<file path="config.mk">
export PLATFORM = sky130hd
export DESIGN_NAME = mem_arbiter
export DESIGN_NICKNAME = d
export VERILOG_FILES = /design/src/rtl/mem_arbiter_pkg.sv /design/src/rtl/mem_arbiter_rr_arb2.sv /design/src/rtl/mem_arbiter.sv
export SDC_FILE = /design/constraint.sdc
export NUM_CORES = 1
export LEC_CHECK = 0
export CAP_MARGIN = 15
export CORE_MARGIN = 5
export CORE_UTILIZATION = 36
export CTS_BUF_LIST = sky130_fd_sc_hd__clkbuf_8
export DETAILED_ROUTE_END_ITERATION = 10
export PLACE_DENSITY = 0.79
export REMOVE_ABC_BUFFERS = 1
export SYNTH_ARGS = -nofsm -noshare
export SYNTH_HDL_FRONTEND = slang
export SYNTH_HIERARCHICAL = 1
export SYNTH_SLANG_ARGS = --single-unit
</file>
<file path="constraint.sdc">
create_clock -name clk -period 1.7 [get_ports clk]
set_clock_uncertainty 0.1 [all_clocks]
set_input_delay 0.34 -clock clk [delete_from_list [all_inputs] [get_ports clk]]
set_output_delay 0.34 -clock clk [all_outputs]
set_load 0.005 [all_outputs]
</file>
<file path="src/rtl/mem_arbiter_pkg.sv">
// Shared definitions for the instruction/data memory arbiter.
// Holds the FSM state encoding, the owner encoding and a helper that turns
// the memory latency parameter into the BUSY counter load value.
package mem_arbiter_pkg;

    localparam int CNT_W = 3;

    typedef enum logic [1:0] {
        ST_IDLE = 2'd0,
        ST_BUSY = 2'd1,
        ST_RESP = 2'd2
    } state_t;

    typedef enum logic {
        OWN_IF = 1'b0,
        OWN_D  = 1'b1
    } owner_t;

    // BUSY lasts mem_lat cycles: load mem_lat-1 and finish when the count is 0.
    function automatic logic [CNT_W-1:0] lat_load(input int mem_lat);
        return CNT_W'(mem_lat - 1);
    endfunction

endpackage

</file>
<file path="src/rtl/mem_arbiter_rr_arb2.sv">
// Two-way round-robin grant, purely combinational.
// Ports:
//   i_req_if  instruction-fetch request
//   i_req_d   data-port request
//   i_last    owner granted most recently
//   o_grant   one-hot grant, bit 0 = instruction port, bit 1 = data port
module rr_arb2
    import mem_arbiter_pkg::*;
(
    input  logic       i_req_if,
    input  logic       i_req_d,
    input  owner_t     i_last,
    output logic [1:0] o_grant
);

    always_comb begin
        o_grant = 2'b00;
        if (i_req_if && i_req_d) begin
            // Tie: favour the port that was not served last.
            if (i_last == OWN_IF) begin
                o_grant = 2'b10;
            end else begin
                o_grant = 2'b01;
            end
        end else if (i_req_if) begin
            o_grant = 2'b01;
        end else if (i_req_d) begin
            o_grant = 2'b10;
        end
    end

endmodule

</file>
<file path="src/rtl/mem_arbiter.sv">
// Arbiter sharing one single-port memory between an instruction-fetch port
// (read only) and a data port (read/write).
// Handshake: a requester raises req with its address (and we/wdata) and holds
// them until its ack; ack is a one-cycle pulse and rdata is valid only while
// ack is high. Requests are sampled in IDLE only; the access in flight uses
// the copies latched on the grant edge.
// Ports:
//   clk, rst                 clock, asynchronous active-low reset
//   if_req/if_addr           fetch request and byte address
//   if_ack/if_rdata          fetch completion pulse and data
//   d_req/d_we/d_addr/d_wdata data request, write enable, address, write data
//   d_ack/d_rdata            data completion pulse and read data
//   mem_a/mem_we/mem_wd      shared memory address, write strobe, write data
//   mem_out                  shared memory read data
//   dbg_state                current FSM state (IDLE=0, BUSY=1, RESP=2)
module mem_arbiter
    import mem_arbiter_pkg::*;
#(
    parameter int ADDR_W  = 16,
    parameter int DATA_W  = 32,
    parameter int MEM_LAT = 1
) (
    input  logic              clk,
    input  logic              rst,
    input  logic              if_req,
    input  logic [ADDR_W-1:0] if_addr,
    output logic              if_ack,
    output logic [DATA_W-1:0] if_rdata,
    input  logic              d_req,
    input  logic              d_we,
    input  logic [ADDR_W-1:0] d_addr,
    input  logic [DATA_W-1:0] d_wdata,
    output logic              d_ack,
    output logic [DATA_W-1:0] d_rdata,
    output logic [ADDR_W-1:0] mem_a,
    output logic              mem_we,
    output logic [DATA_W-1:0] mem_wd,
    input  logic [DATA_W-1:0] mem_out,
    output logic [1:0]        dbg_state
);

    localparam logic [CNT_W-1:0] LAT_LOAD = lat_load(MEM_LAT);

    state_t            r_state;
    state_t            w_next_state;
    logic [CNT_W-1:0]  r_cnt;
    owner_t            r_last;
    owner_t            r_owner;
    logic [ADDR_W-1:0] r_addr;
    logic              r_we;
    logic [DATA_W-1:0] r_wdata;
    logic [DATA_W-1:0] r_rdata;

    logic [1:0]        w_grant;
    logic              w_any_grant;
    logic              w_last_busy;

    rr_arb2 u_rr_arb2 (
        .i_req_if (if_req),
        .i_req_d  (d_req),
        .i_last   (r_last),
        .o_grant  (w_grant)
    );

    // Only IDLE looks at the grant, so requests are ignored in BUSY/RESP.
    assign w_any_grant = (r_state == ST_IDLE) && (w_grant != 2'b00);
    assign w_last_busy = (r_state == ST_BUSY) && (r_cnt == '0);

    // State register.
    always_ff @(posedge clk or negedge rst) begin
        if (!rst) begin
            r_state <= ST_IDLE;
        end else begin
            r_state <= w_next_state;
        end
    end

    // Next state and state-decoded outputs. mem_we and the acks are decoded
    // from the state register, so asserting reset drops them immediately.
    always_comb begin
        w_next_state = r_state;
        mem_we       = 1'b0;
        if_ack       = 1'b0;
        d_ack        = 1'b0;
        case (r_state)
            ST_IDLE: begin
                if (w_any_grant) begin
                    w_next_state = ST_BUSY;
                end
            end
            ST_BUSY: begin
                mem_we = w_last_busy && r_we;
                if (w_last_busy) begin
                    w_next_state = ST_RESP;
                end
            end
            ST_RESP: begin
                if_ack       = (r_owner == OWN_IF);
                d_ack        = (r_owner == OWN_D);
                w_next_state = ST_IDLE;
            end
            default: begin
                w_next_state = ST_IDLE;
            end
        endcase
    end

    // Access registers: latched on the grant edge, read data captured on the
    // final BUSY edge. The instruction port never writes, so a fetch keeps
    // the previous write data on mem_wd.
    always_ff @(posedge clk or negedge rst) begin
        if (!rst) begin
            r_cnt   <= '0;
            r_last  <= OWN_IF;
            r_owner <= OWN_IF;
            r_addr  <= '0;
            r_we    <= 1'b0;
            r_wdata <= '0;
            r_rdata <= '0;
        end else begin
            if (w_any_grant) begin
                r_cnt <= LAT_LOAD;
                if (w_grant[1]) begin
                    r_owner <= OWN_D;
                    r_addr  <= d_addr;
                    r_we    <= d_we;
                    r_wdata <= d_wdata;
                end else begin
                    r_owner <= OWN_IF;
                    r_addr  <= if_addr;
                    r_we    <= 1'b0;
                end
            end else if (r_state == ST_BUSY) begin
                if (w_last_busy) begin
                    r_rdata <= mem_out;
                    r_last  <= r_owner;
                end else begin
                    r_cnt <= r_cnt - 1'b1;
                end
            end
        end
    end

    assign mem_a     = r_addr;
    assign mem_wd    = r_wdata;
    assign if_rdata  = r_rdata;
    assign d_rdata   = r_rdata;
    assign dbg_state = r_state;

endmodule

</file>
==> metrics.md <==
| Metric | Value |
|---|---|
| Antenna fix cells | 0 |
| Crit. End Element | output port |
| Leading area contributor after synthesis | dfrtp_1 |
| # H-tree levels | 3 |
| Core Util, Final | roughly 66% |
| CP Class | reg2out |
| Post-synthesis simple-gate area fraction | 2.58% |
| Post-Synthesis Cells | between 200 and 300 |
| Crit path from | r_cnt[0]$_DFFE_PN0P_ |
| Synth top area cells | dfrtp_1 (56%), mux2_4 (11%), mux2_2 (10%) |
| Compound-Gate Fraction of Synth Area | 5.95% |
| Leak | 0.00355 µW |
| Failing checks | setup timing |
| Fill cells | 816 |
| DRT antenna net count | 0 |
| Setup crit end | mem_we |
| Largest family of logic cells by synthesized area | multiplexers |
| Nets | 637 |
| HPWL after DPL | 8.10 mm |
| Worst reg2reg path depth | 8 |
| Reg2reg end | d_rdata[18]$_DFFE_PN0P_ |
| Vias in the first global route | 3672 |
| Crit path DAT | 1400 ps |
| Power Total | 13400 µW |
| Most frequent cells in the layout | clkdlybuf4s50_1 (113), dfrtp_1 (88), dlygate4sd2_1 (72) |
| Row Count | 38 |
| Slew Limit Fails | 0 |
| CTS Buf Count | 9 |
| VDD IR-drop max | around 1.2 mV |
| Synth cell types | 30 |
| Via/cell ratio | 4.65 |
| Residual DRC count | 0 |
| Mux cell area share after synthesis | 25.3% |
| Unrepaired setup endpoints after global routing | yes |
| Synth Cell Area | 3940 µm² |
| Final Cell Area | around 7100 µm² |
| CTS root buf | clkbuf_8 |
| Placed inst area | 6100 µm² |
| Hold crit path type | reg2reg |
| Max Buffers Root-to-Sink | 2 |
| Tmin final | 1840 ps |
| Wire per inst | between 15 and 20 µm |
| Clock Latency Late Sink | 350 ps |
| Die X | between 100 and 150 µm |
| Reg-to-Reg Start | r_cnt[0]$_DFFE_PN0P_ |
| Final setup viols | 59 |
| P&R area growth vs syn | 79.8% |
| Die area | 13100 µm² |
| WP data required | 1260 ps |
| Sequential area share after synthesis | 56.0% |
| Commonest non-fill, non-tap cell in the layout | clkdlybuf4s50_1 |
| Gpl congestion | 0.727 |
| Port bufs | 217 |
| DR pass1 iterations | 4 |
| I/O pin count | 218 |
| Crit-path max FO | 3 |
| Die height | 115 µm |
| First-pass GRT wire length | 19.0 mm |
| Initial antenna violation count | 0 |
| Minimum setup slack among reg-to-reg paths | -120 ps |
| Avg Inst Size Synth | 14.2 µm² |
| Core box area | around 11000 µm² |
| Remaining global-route overflow | 0 |
| Total global-route track usage | 18.7% |
| Final hold viol count | 0 |
| 1st-iter DRT viols | 98 |
| Period utilization | 108% |
| Area share of the largest cell type after synthesis | 56.0% |
| Actual slew at the worst max-slew pin | ~470 ps |
| # Max-Cap Violations | 0 |
| CTS tree | built |
| Adder-cell share of the synthesized area | less than 1% |
| Routed wire length | 12.4 mm |
| XOR/XNOR Fraction of Synth Area | 0% |
| Yosys warns | 6 |
| Startpoint Class | flip-flop |
| Starting density of the core | 36.5% |
| Status | complete, but fails checks |
| Vias | between 3k and 4k |
| Worst-path clk slew | ~80 ps |
| Fmax | between 0.5 and 0.6 GHz |
| Setup ws final | -138 ps |
| Power per cell area | 1890 nW/µm² |
| Share of cells above drive strength 1 | 32.1% |
| Flops & latches, synth | 88 |
| Clock sink count | about 90 |
| Slew HR | 68.4% |
| Largest net degree at the start of global routing | 89 |
==> synthesized netlist by cell type <==
| cell type | number |
|---|---|
| a21boi_0 | 1 |
| a21oi_1 | 2 |
| inv_1 | 5 |
| o41ai_1 | 1 |
| ha_1 | 2 |
| nor2_1 | 2 |
| mux2_1 | 1 |
| buf_6 | 7 |
| o221ai_1 | 1 |
| or2_2 | 2 |
| and3b_2 | 1 |
| buf_4 | 34 |
| a21boi_1 | 1 |
| clkbuf_2 | 1 |
| a22o_1 | 1 |
| or3_2 | 2 |
| clkbuf_1 | 2 |
| mux2i_1 | 16 |
| buf_2 | 2 |
| o21ai_0 | 35 |
| nand2b_1 | 1 |
| and2_1 | 1 |
| nor3b_4 | 1 |
| a21o_1 | 1 |
| dfrtp_1 | 88 |
| nor2_4 | 1 |
| nor2b_1 | 1 |
| mux2_4 | 28 |
| mux2_2 | 36 |
| nor3b_1 | 1 |
==> power breakdown <==
group          switching, µW  internal, µW  total (µW)
Clock                    751           864        1620
Combinational           2680          5260        7930
Sequential               676          3180        3860
==> layout make-up <==
class	instances	area [µm²]	area share (%)
clock buffers	10	138	1.94
clock inverters	6	82.6	1.17
inverters	5	18.8	0.265
multi-input cells	139	1560	22.0
flip-flops and latches	88	2200	31.1
well taps	140	175	2.48
repair buffers	291	2900	41.0
==> what timing repair did <==
action                     CTS  global route
cloned                       5             1
hold endpoints to repair    88             0
setup endpoints to repair  156           112
hold buffers                 1             0
resized for setup          120            64
pin swaps                    2             4
setup buffers               37            14
==> metrics by stage <==
stage / hold slack (ps) / cells / setup TNS, ps / setup WS, ps
2_1_floorplan: -55.6 / 232 / -140130 / -2080
6_report: 402 / 679 / -3140 / -138
3_5_place_dp: 319 / 607 / -20780 / -438
5_1_grt: 423 / 679 / -8460 / -241
4_1_cts: 409 / 664 / -3250 / -194
3_3_place_gp: 306 / 607 / -17850 / -400
==> worst min-delay path by stage <==
stage / end / start / slack, ps / cells after the start
floorplan: d_rdata[0]$_DFFE_PN0P_ / rst / -60 / 0
global placement: d_rdata[2]$_DFFE_PN0P_ / rst / 310 / 2
detailed placement: d_rdata[2]$_DFFE_PN0P_ / rst / 320 / 2
CTS: r_we$_DFFE_PN0P_ / r_we$_DFFE_PN0P_ / 410 / 1
global route: r_we$_DFFE_PN0P_ / r_we$_DFFE_PN0P_ / 420 / 1
finish: r_we$_DFFE_PN0P_ / r_we$_DFFE_PN0P_ / 400 / 1
==> critical path: stages (launching register included) <==
cell and delay (ps):
dfrtp_1 400, inv_2 80, ha_4 130, nor3b_4 180, and2_1 140, buf_2 110
==> per-layer routing <==
layer | share of wire (%) | GRT usage (%) | vias up
met5 | 0 | 0 | -
met4 | 1.9 | 7.60 | 0
met3 | 8.8 | 6.45 | 20
met2 | 51 | 32.3 | 130
met1 | 38 | 21.1 | 1557
li1 | - | - | 1448
==> flip-flops by register name, summed over array words and instances, names as in the netlist <==
| name | cells |
|---|---|
| r_cnt | 3 |
| r_we | 1 |
| mem_a | 16 |
| r_owner | 1 |
| d_rdata | 32 |
| r_last | 1 |
| mem_wd | 32 |
| dbg_state | 2 |
==> kinds of logic (layout without fill, tap and decap cells) <==
logic type	Yosys count	in the layout
compound gates	43	43
fa+ha+maj	2	2
buf+inv	51	312
flops	88	88
mux	81	81
simple gates	13	13
No activity file was read; power rests on OpenSTA's default activity.
